==> src/rtl/module_spi_slave.sv <==
// Mode-0 SPI responder: oversamples SCLK/CS/MOSI, shifts W-bit words in and out,
// with a one-entry TX holding buffer and a one-cycle RX strobe.
module module_spi_slave #(
   parameter int             W      = 8,
   parameter int             CNT_W  = 10,
   parameter logic [W-1:0]   DEF_TX = '1
) (
   input  logic             clk_i,
   input  logic             rst_i,
   input  logic             sclk_i,
   input  logic             cs_i,
   input  logic             mosi_i,
   output logic             miso_o,
   input  logic [W-1:0]     tx_data_i,
   input  logic             tx_valid_i,
   output logic             tx_ready_o,
   output logic [W-1:0]     rx_data_o,
   output logic             rx_valid_o,
   output logic [CNT_W-1:0] n_rx_o,
   output logic             busy_o,
   output logic             underrun_o
);

   localparam int BC_W = $clog2(W + 1);

   typedef enum logic [1:0] {
      IDLE,
      LOAD,
      SHIFT
   } state_t;

   state_t          state;
   logic            sclk_s1, sclk_s2, sclk_d;
   logic            cs_s1, cs_s2;
   logic            mosi_s1, mosi_s2;
   logic            sclk_rise_q, sclk_fall_q;
   logic [BC_W-1:0] bit_cnt;
   logic [W-2:0]    rx_shift;
   logic [W-1:0]    rx_next;
   logic [W-1:0]    tx_shift;
   logic [W-1:0]    buf_data;
   logic            buf_full;
   logic            load_now;
   logic [W-1:0]    next_word;

   // Edge pulses are registered so the FSM sees a clean one-cycle strobe per SCLK edge.
   always_ff @(posedge clk_i or negedge rst_i) begin
      if (!rst_i) begin
         sclk_s1     <= 1'b0;
         sclk_s2     <= 1'b0;
         sclk_d      <= 1'b0;
         cs_s1       <= 1'b1;
         cs_s2       <= 1'b1;
         mosi_s1     <= 1'b0;
         mosi_s2     <= 1'b0;
         sclk_rise_q <= 1'b0;
         sclk_fall_q <= 1'b0;
      end else begin
         sclk_s1     <= sclk_i;
         sclk_s2     <= sclk_s1;
         sclk_d      <= sclk_s2;
         cs_s1       <= cs_i;
         cs_s2       <= cs_s1;
         mosi_s1     <= mosi_i;
         mosi_s2     <= mosi_s1;
         sclk_rise_q <= sclk_s2 & ~sclk_d;
         sclk_fall_q <= ~sclk_s2 & sclk_d;
      end
   end

   always_comb begin
      load_now = 1'b0;
      if (!cs_s2) begin
         load_now = (state == LOAD) ||
                    ((state == SHIFT) && sclk_fall_q && (bit_cnt == '0));
      end
      if (buf_full)
         next_word = buf_data;
      else if (tx_valid_i)
         next_word = tx_data_i;
      else
         next_word = DEF_TX;
      rx_next = {rx_shift, mosi_s2};
   end

   assign tx_ready_o = ~buf_full;
   assign busy_o     = (state != IDLE);
   assign miso_o     = tx_shift[W-1];

   // Buffer writes are refused only while full, so a write colliding with a buffer
   // load stalls naturally; an empty buffer with a same-cycle write is the bypass case.
   always_ff @(posedge clk_i or negedge rst_i) begin
      if (!rst_i) begin
         state      <= IDLE;
         bit_cnt    <= '0;
         rx_shift   <= '0;
         tx_shift   <= '0;
         buf_data   <= '0;
         buf_full   <= 1'b0;
         rx_data_o  <= '0;
         rx_valid_o <= 1'b0;
         n_rx_o     <= '0;
         underrun_o <= 1'b0;
      end else begin
         rx_valid_o <= 1'b0;
         underrun_o <= 1'b0;

         if (load_now) begin
            if (buf_full)
               buf_full <= 1'b0;
            else if (!tx_valid_i)
               underrun_o <= 1'b1;
         end else if (tx_valid_i && !buf_full) begin
            buf_data <= tx_data_i;
            buf_full <= 1'b1;
         end

         case (state)
            IDLE: begin
               tx_shift <= '0;
               if (!cs_s2)
                  state <= LOAD;
            end
            LOAD: begin
               if (cs_s2) begin
                  state    <= IDLE;
                  tx_shift <= '0;
               end else begin
                  state    <= SHIFT;
                  bit_cnt  <= '0;
                  n_rx_o   <= '0;
                  tx_shift <= next_word;
               end
            end
            SHIFT: begin
               if (cs_s2) begin
                  state    <= IDLE;
                  tx_shift <= '0;
               end else if (sclk_rise_q) begin
                  rx_shift <= rx_next[W-2:0];
                  if (bit_cnt == BC_W'(W - 1)) begin
                     rx_data_o  <= rx_next;
                     rx_valid_o <= 1'b1;
                     n_rx_o     <= n_rx_o + CNT_W'(1);
                     bit_cnt    <= '0;
                  end else begin
                     bit_cnt <= bit_cnt + BC_W'(1);
                  end
               end else if (sclk_fall_q) begin
                  if (bit_cnt != '0)
                     tx_shift <= {tx_shift[W-2:0], 1'b0};
                  else
                     tx_shift <= next_word;
               end
            end
            default: begin
               state    <= IDLE;
               tx_shift <= '0;
            end
         endcase
      end
   end

endmodule

==> config.mk <==
export PLATFORM = sky130hd
export DESIGN_NAME = module_spi_slave
export DESIGN_NICKNAME = d
export VERILOG_FILES = /design/src/rtl/module_spi_slave.sv
export SDC_FILE = /design/constraint.sdc
export NUM_CORES = 1
export LEC_CHECK = 0
export CAP_MARGIN = 10
export CORE_MARGIN = 2
export CORE_UTILIZATION = 49
export CTS_BUF_LIST = sky130_fd_sc_hd__clkbuf_16
export CTS_CLUSTER_DIAMETER = 200
export DETAILED_ROUTE_END_ITERATION = 10
export GPL_TIMING_DRIVEN = 0
export PLACE_DENSITY = 0.76
export RECOVER_POWER = 50
export SLEW_MARGIN = 20
export SYNTH_ARGS = -nofsm -noshare
export SYNTH_HDL_FRONTEND = slang
export SYNTH_SLANG_ARGS = --single-unit
==> constraint.sdc <==
create_clock -name clk_i -period 1.7 [get_ports clk_i]
set_input_delay 0.34 -clock clk_i [delete_from_list [all_inputs] [get_ports clk_i]]
set_output_delay 0.34 -clock clk_i [all_outputs]
set_load 0.005 [all_outputs]
== Word level (Yosys, flattened, before mapping) ==
Index checks and enable logic that the tools add are counted.

* Add/sub/neg operators: 2
* $mul: 0
* Divide/modulo/power cells: 0
* Order comparisons: 0
* Eq/ne operators: 11
* Shifts and indexed selects: 0
* Multiplexer cells: 32
* Bitwise gates (word level): 7
* Reductions and logical operators: 18

{| class="wikitable"
|+ Operators by type and width
! kind !! number
|-
| $mux 8 || 7
|-
| $mux 10 || 4
|-
| $pmux 10 s2 || 1
|-
| $mux 4 || 4
|-
| $pmux 8 s2 || 1
|-
| $add 10x1->10 const B || 1
|-
| $mux 1 || 10
|-
| $ne 2x2->1 const B || 5
|-
| $pmux 4 s2 || 1
|-
| $reduce_and 4->1 || 2
|-
| $mux 2 || 3
|-
| $ne 3x3->1 const B || 2
|-
| $pmux 2 s3 || 1
|-
| $reduce_and 2->1 || 3
|-
| $reduce_bool 2->1 || 3
|-
| $not 1->1 || 5
|-
| $reduce_and 5->1 || 1
|-
| $add 4x1->4 const B || 1
|-
| $eq 4x3->1 const B || 1
|-
| $logic_not 4->1 || 1
|-
| $reduce_bool 4->1 || 1
|-
| $logic_and 1x1->1 || 3
|-
| $reduce_and 3->1 || 1
|-
| $and 1x1->1 || 2
|-
| other kinds (6) || 6
|}

* Flip-flop bits (word level): 59
* Latch bits: 0
* Bits in writable memories: 0
* Bits in read-only memories: 0
* Input port bits: 14
* Output and inout port bits: 23
* Word-level logic and storage cells: 89
* Memories: 0

== Logic depth before layout (Yosys ltp) ==
Gate-level depths: netlist of the first run.

* Depth in word-level cells: 7
* Depth in mapped cells: 7
* Depth with buffers taken out: 6

== Worst setup path before layout of the first run ==
Ideal clock, no wire load.

* Path kind: register to register
* Start: reg state[0]
* End: reg rx_data_o[0]
* Setup time: 125 ps
* Data arrival time: 1654 ps
* Data required time: 1575 ps
* Setup slack: -78 ps
* Stages on the path, launching flop included: 7
* Buffers on the path: 1
* Period minus slack after synthesis: 1778 ps
* Cell sequence: dfrtp_1 > inv_1 > ha_1 > buf_4 > inv_2 > nor3_4 > mux2_2

* Longest elaborated chain between the ends: 2

{| class="wikitable"
|+ RTL lines
! what !! line !! RTL
|-
| start: declaration || 32 || <nowiki>state_t state;</nowiki>
|-
| start signal: assignment || 94 || <nowiki>state <= IDLE;</nowiki>
|-
| start signal: assignment || 122 || <nowiki>state <= LOAD;</nowiki>
|-
| start signal: assignment || 126 || <nowiki>state <= IDLE;</nowiki>
|-
| $eq 2x2->1 || 118 || <nowiki>case (state)</nowiki>
|-
| $reduce_and 4->1 (no source line) || -- ||
|-
| end signal: assignment || 142 || <nowiki>rx_data_o <= rx_next;</nowiki>
|-
| end: declaration || 17 || <nowiki>output logic [W-1:0] rx_data_o,</nowiki>
|}

Every way passes these cells.
A chain may end at the register's enable or synchronous reset.

== Worst setup path in the final report of the first run ==
* Start: reg state[1]
* End: reg buf_data[7]

* Longest elaborated chain between the ends: 7
* Elaborated cells between the ends (all ways): 8
* Those cells by class: eq/ne: 2; mux: 1; bitwise: 1; reduce/logical: 4

{| class="wikitable"
|+ RTL lines
! what !! line !! RTL
|-
| $eq 2x2->1 || 75 || <nowiki>((state == SHIFT) && sclk_fall_q && (bit_cnt == '0));</nowiki>
|-
| $logic_and 1x1->1 (2 in series) || 75 ||
|-
| $logic_or 1x1->1 (*) || 74 || <nowiki>load_now = (state == LOAD) ||</nowiki>
|-
| $mux 1 (*) || 73 || <nowiki>if (!cs_s2) begin</nowiki>
|-
| $not 1->1 (no source line) (*) || -- ||
|-
| $reduce_and 2->1 (no source line) (*) || -- ||
|-
| end signal: assignment || 114 || <nowiki>buf_data <= tx_data_i;</nowiki>
|-
| end: declaration || 41 || <nowiki>logic [W-1:0] buf_data;</nowiki>
|}

Mark *: on every way between the ends. The rest lies on a longest branch, timed or not.

==> results of run 1 <==
## stage by stage
stage                     TNS [ps]  total power [uW]  worst slack, ps  hold WS [ps]  cells
after floorplan                  0              2420             29.5          44.4    215
after global placement      -93780              2690            -1510           333    321
after detailed placement     -7380              2730             -381           338    321
after CTS                        0              4640             2.81           107    346
after global routing         -1800              5170             -111           361    355
final                         -295              4960            -37.9           339    355
## cell usage after synthesis (all sizes together), types with 2 or more instances
master and n:
a22o 3, nor3 3, nand3 6, buf 6, or3 4, mux2i 4
o21ai 10, nor2 5, inv 9, dfstp 2, a22oi 8, o31ai 5
ha 6, nand2 20, nor2b 3, dfrtp 57, o221ai 8, nand2b 4
or4 2, mux2 23, nand4b 2, nand3b 3, a21oi 6
## power breakdown
part	total (uW)	internal [uW]	switching (uW)	leakage, uW
combinational	1420	704	712	0.000698
clock	1740	1110	625	0.000144
sequential	1810	1640	166	0.000769
total	4960	3460	1500	0.00161
## cells by family (layout without fill, tap and decap cells)
kind of cell,count (synthesis),count (layout)
and+or+nand+nor,59,59
adders and majority gates,6,6
buffers and inverters,16,86
AOI/OAI and AO/OA,48,48
DFF,59,59
muxes,27,27
## routing by layer
layer | track usage | up-vias | routed length [um]
li1 | - | 929 | -
met1 | 0.237 | 1007 | 2520
met2 | 0.312 | 59 | 2940
met3 | 0.0447 | 19 | 288
met4 | 0.104 | 0 | 160
met5 | 0 | - | 0
## final timing paths
kind / endpoint / from
min in group clk_i: mosi_s2 / mosi_s1
worst min register to register: mosi_s2 / mosi_s1
worst max-delay path: buf_data[7] / state[1]
max in group asynchronous: bit_cnt[0] / rst_i
worst max register to register: buf_data[7] / state[1]
worst min-delay path: n_rx_o[1] / rst_i
## cell type report
class	count	area, um^2	share of cell area
buffer	5	40.0	0.0107
clock buffer	9	225	0.0601
clock inverter	7	60.1	0.0160
inverter	9	43.8	0.0117
multi-input combinational	140	1260	0.337
sequential	59	1490	0.396
tap	70	87.6	0.0234
timing repair buffer	56	543	0.145
## sequential cells by signal (all words and copies together) (netlist names), 2 cells and up
signal and flops:
bit_cnt 4, buf_data 8, n_rx_o 10, rx_data_o 8, rx_shift 7, state 2, tx_shift 8
## critical path, cell delays in order, from the launching register on
cell,delay (ps)
dfrtp_1,390
buf_6,130
ha_4,180
buf_4,140
a41oi_2,170
o21ba_4,250
mux2_2,370
## timing repair
item / in CTS / in global routing
setup buffers: 10 / 10
resized for setup: 15 / 38
hold buffers: 0 / 0
endpoints found under the setup margin: 37 / 43
pin swaps: 6 / 8
==> impl_metrics.py, run 1 <==
metrics = {
    "layout": {
        "diodes": 0,
        "postLayoutCoreUtil": 0.730,
        "fin_area_mm2": 0.00375,
        "fillCellCount": 356,
        "fin_nets": 300,
        "layout_common_cells": "dfrtp_1 (52), clkdlybuf4s50_1 (30), nand2_1 (20)",
        "layout_commonest_cell": "dfrtp_1",
        "drive_gt1_frac": 0.351,
        "area.growth.synth_to_final_pct": 43.1,
    },
    "sta": {
        "worst_pin_slew_ps": 1430,
        "timing.final.crit_period_ps": 1740,
        "finalMaxSlewViolations": 0,
        "relSlewSlack": 0.0464,
        "max_freq_mhz": 575,
        "rsz0062_at_grt": "true",
        "finalHoldViolCount": 0,
        "fin_crit_sh": 1.02,
        "setup_violations": 17,
        "setup_slack_ps": -37.9,
        "finalClockSkew_ps": 9.02,
    },
    "synthesis": {
        "synthAdderAreaFrac": 0.0286,
        "synth_warnings": 0,
        "synth_compound_area_frac": 0.136,
        "synth-edff-count": 0,
        "syn-num-nets": 235,
        "ys_top_cells_by_area": "dfrtp_1 (54%), mux2_2 (9.9%), ha_1 (2.9%)",
        "syn-mean-instance-area_um2": 12.2,
        "synth_xor_area_frac": 0,
        "post-synth-top-area-cell": "dfrtp_1",
        "yosysUniqueCellTypes": 46,
        "synthArstFlopShare": 1.00,
        "synth_area_mm2": 0.00262,
        "synth_simple_gate_area_frac": 0.129,
        "ys_ff_latch": 59,
        "syn_inst": 215,
        "ys.flop_type": "dfrtp_1",
        "synth_top_family_by_area": "compound AO/OA/AOI/OAI gates",
        "yosysSeqAreaShare": 0.564,
        "synth.top_cell.area_share": 0.544,
        "synth_mux_area_frac": 0.116,
    },
    "routing": {
        "drc": 0,
        "vias": 2014,
        "dr.pass1.iters": 4,
        "drtAntennaViolNets": 0,
        "viasPerCell": 5.67,
        "dr.first_iter.drc_count": 140,
        "wirelength_um": 5900,
        "wl_per_cell_um": 16.6,
    },
    "grt": {
        "grt_usage": 0.192,
        "grt_pass1_wl_um": 9000,
        "grt_pass1_vias": 1964,
        "grt_overflow": 0,
        "grt_max_degree": 60,
        "grt_antenna_before_repair": 0,
    },
    "clock_network": {
        "h-tree-depth": 3,
        "clk_pin_slew_ps": 50,
        "cts-root-buf": "clkbuf_16",
        "clk_latency_ps": 330,
        "cts_sinks": 59,
        "numCtsBuffers": 9,
        "cts_tree": "done",
        "clk_path_buf_depth": 2,
    },
    "critical_path": {
        "crit_type": "register to register",
        "regToRegSetupSlack_ps": -40,
        "end_kind": "register",
        "r2r_cells": 6,
        "path_max_fanout": 8,
        "critPathLaunchType": "register",
        "cp_data_arrival_time_ps": 1950,
        "required_ps": 1910,
    },
    "die": {
        "die_h_um": 77.1,
        "coreArea_mm2": 0.00514,
        "dieArea_mm2": 0.00595,
        "initial_core_util": 0.510,
        "ios": 37,
        "fp.dieW_um": 77.1,
        "rows": 26,
    },
    "pwr": {
        "ir_worst_vdd_v": 0.000949,
        "power.density_mw_per_mm2": 1320,
        "p_leak_uw": 0.00161,
    },
    "place": {
        "placement.io_buffers": 36,
        "post_dp_cell_area_mm2": 0.00308,
        "dpl.hpwl_um": 3290,
        "place_congestion": 0.804,
    },
    "status": {
        "failed_checks": "setup timing",
        "status": "finished, violations left",
    },
    "run": {
        "cap_violations": 0,
    },
    "hold_path": {
        "hold_path.class": "primary input to asynchronous set/reset pin",
    },
}
No activity file was read; power rests on OpenSTA's default activity.
==> run 2, diff against run 1 <==
CORE_UTILIZATION = 45   (was 49)
PLACE_DENSITY = 0.7   (was 0.76)
==> run 2 against run 1 <==
Against the previous run: the run still ends with setup timing left; non-clock buffer count increased by 2; first-iteration DRC count fell by 31%; register-to-register slack better by 30 ps; worst hold slack improved by 8.0 ps; worst setup slack improved by 29 ps; largest power group unchanged; critical endpoint is now rx_data_o[3]; total power is 1.4% higher.
==> impl_metrics.py, run 2 (synthesis results as in run 1) <==
metrics = {
    "sta": {
        "finalClockSkew_ps": 6.96,
        "max_freq_mhz": 585,
        "finalHoldViolCount": 0,
        "holdWs_ps": 346,
        "setup_violations": 5,
        "worst_pin_slew_ps": 556,
        "timing.final.crit_period_ps": 1710,
        "relSlewSlack": 0.629,
        "finalMaxSlewViolations": 0,
        "setup_slack_ps": -9.37,
        "rsz0062_at_grt": "true",
        "fin_crit_sh": 1.01,
        "fin_setup_tns_ps": -33.1,
    },
    "grt": {
        "grt_overflow": 0,
        "grt_antenna_before_repair": 0,
        "grt_max_degree": 41,
        "grt_usage": 0.174,
        "grt_pass1_vias": 1950,
        "grt_pass1_wl_um": 8570,
    },
    "clock_network": {
        "cts-root-buf": "clkbuf_16",
        "clk_pin_slew_ps": 50,
        "clk_latency_ps": 320,
        "numCtsBuffers": 9,
        "h-tree-depth": 3,
        "cts_tree": "done",
        "clk_path_buf_depth": 2,
        "cts_sinks": 59,
    },
    "critical_path": {
        "crit_type": "register to register",
        "crit_chain": "inv_2 > ha_4 > buf_8 > inv_8 > nor3_4 > clkbuf_16 > mux2_4",
        "path_max_fanout": 6,
        "regToRegSetupSlack_ps": -9,
        "rr_endpoint": "rx_data_o[3]",
        "cpPeakStageDelay_ps": 390,
        "crit_path_top_delay_cell": "dfrtp_1",
        "required_ps": 1900,
        "rr_startpoint": "state[0]",
        "cp_data_arrival_time_ps": 1910,
        "critPathLaunchType": "register",
        "r2r_cells": 7,
        "end_kind": "register",
    },
    "layout": {
        "layout_commonest_cell": "dfrtp_1",
        "layout_common_cells": "dfrtp_1 (54), clkdlybuf4s50_1 (31), nand2_1 (19)",
        "diodes": 0,
        "drive_gt1_frac": 0.337,
        "fin_area_mm2": 0.00382,
        "regMostFlops": "n_rx_o",
        "area.growth.synth_to_final_pct": 45.7,
        "fin_nets": 303,
        "largest_reg_flops": 10,
    },
    "die": {
        "fp.dieW_um": 80.3,
        "ios": 37,
        "die_h_um": 80.3,
        "initial_core_util": 0.470,
        "coreArea_mm2": 0.00557,
        "rows": 27,
        "dieArea_mm2": 0.00645,
    },
    "pwr": {
        "power.density_mw_per_mm2": 1320,
        "p_total_uw": 5030,
        "ir_worst_vdd_v": 0.000916,
        "p_leak_uw": 0.00165,
    },
    "hold_path": {
        "min_to": "mosi_s2",
        "hold_depth": 0,
        "min_from": "mosi_s1",
        "hold_path.class": "register to register",
    },
    "place": {
        "dpl.hpwl_um": 3350,
        "place_congestion": 0.771,
        "post_dp_cell_area_mm2": 0.00311,
        "placement.io_buffers": 36,
    },
    "run": {
        "cap_violations": 0,
    },
    "routing": {
        "drc": 0,
        "wirelength_um": 6020,
        "dr.pass1.iters": 5,
        "wl_per_cell_um": 16.7,
        "viasPerCell": 5.62,
        "vias": 2023,
        "drtAntennaViolNets": 0,
        "dr.first_iter.drc_count": 97,
    },
    "status": {
        "failed_checks": "setup timing",
        "status": "finished, violations left",
    },
}
[run 2: worst max-delay path by stage]
stage | startpoint | endpoint | slack, ps | depth (start not counted)
floorplan | state[0] | rx_data_o[0] | 30 | 6
global placement | rst_i | buf_data[3] | -1560 | 1
detailed placement | tx_valid_i | buf_data[7] | -370 | 5
CTS | state[0] | tx_shift[3] | 0.05 | 6
global route | bit_cnt[1] | n_rx_o[9] | -80 | 5
finish | state[0] | rx_data_o[3] | -9 | 7
[run 2: layout make-up]
class	instances	area, um^2
Clock inverter	7	53.8
Sequential cell	59	1480
Tap cell	72	90.1
Multi-Input combinational cell	141	1310
Inverter	9	43.8
Clock buffer	9	225
Buffer	5	40.0
Timing Repair Buffer	58	572
Fill cell	402	1750
[run 2: report_power, final]
part | switching, uW | internal (uW)
sequential | 164 | 1640
clock | 580 | 1100
combinational | 742 | 800
total | 1490 | 3550
[run 2: per-layer routing]
| metal | track usage | share of wire | vias up |
|---|---|---|---|
| li1 | - | - | 940 |
| met1 | 0.216 | 0.43 | 1014 |
| met2 | 0.281 | 0.51 | 58 |
| met3 | 0.0348 | 0.038 | 11 |
| met4 | 0.105 | 0.025 | 0 |
| met5 | 0 | 0 | - |
[run 2: repair_timing]
item | 4_1_cts | 5_1_grt
cloned | 0 | 2
buffers inserted | 7 | 12
resized for setup | 13 | 47
setup endpoints to repair | 33 | 39
pin swaps | 5 | 14
hold buffers | 1 | 0
endpoints found under the hold margin | 19 | 0
[run 2: critical path, delay by kind of cell, from the launching register on]
kind,cells,cell delay [ps]
and+or+nand+nor,1,250
adders and majority gates,1,180
DFF,1,390
buffers and inverters,4,480
muxes,1,290
[run 2: through the flow]
stage | util | setup WS (ps) | cells
final | 0.685 | -9.37 | 360
after global routing | 0.685 | -82.5 | 360
after CTS | 0.631 | 0.0508 | 347
after detailed placement | 0.557 | -374 | 324
after global placement | 0.554 | -1560 | 323
after floorplan | - | 29.5 | 215
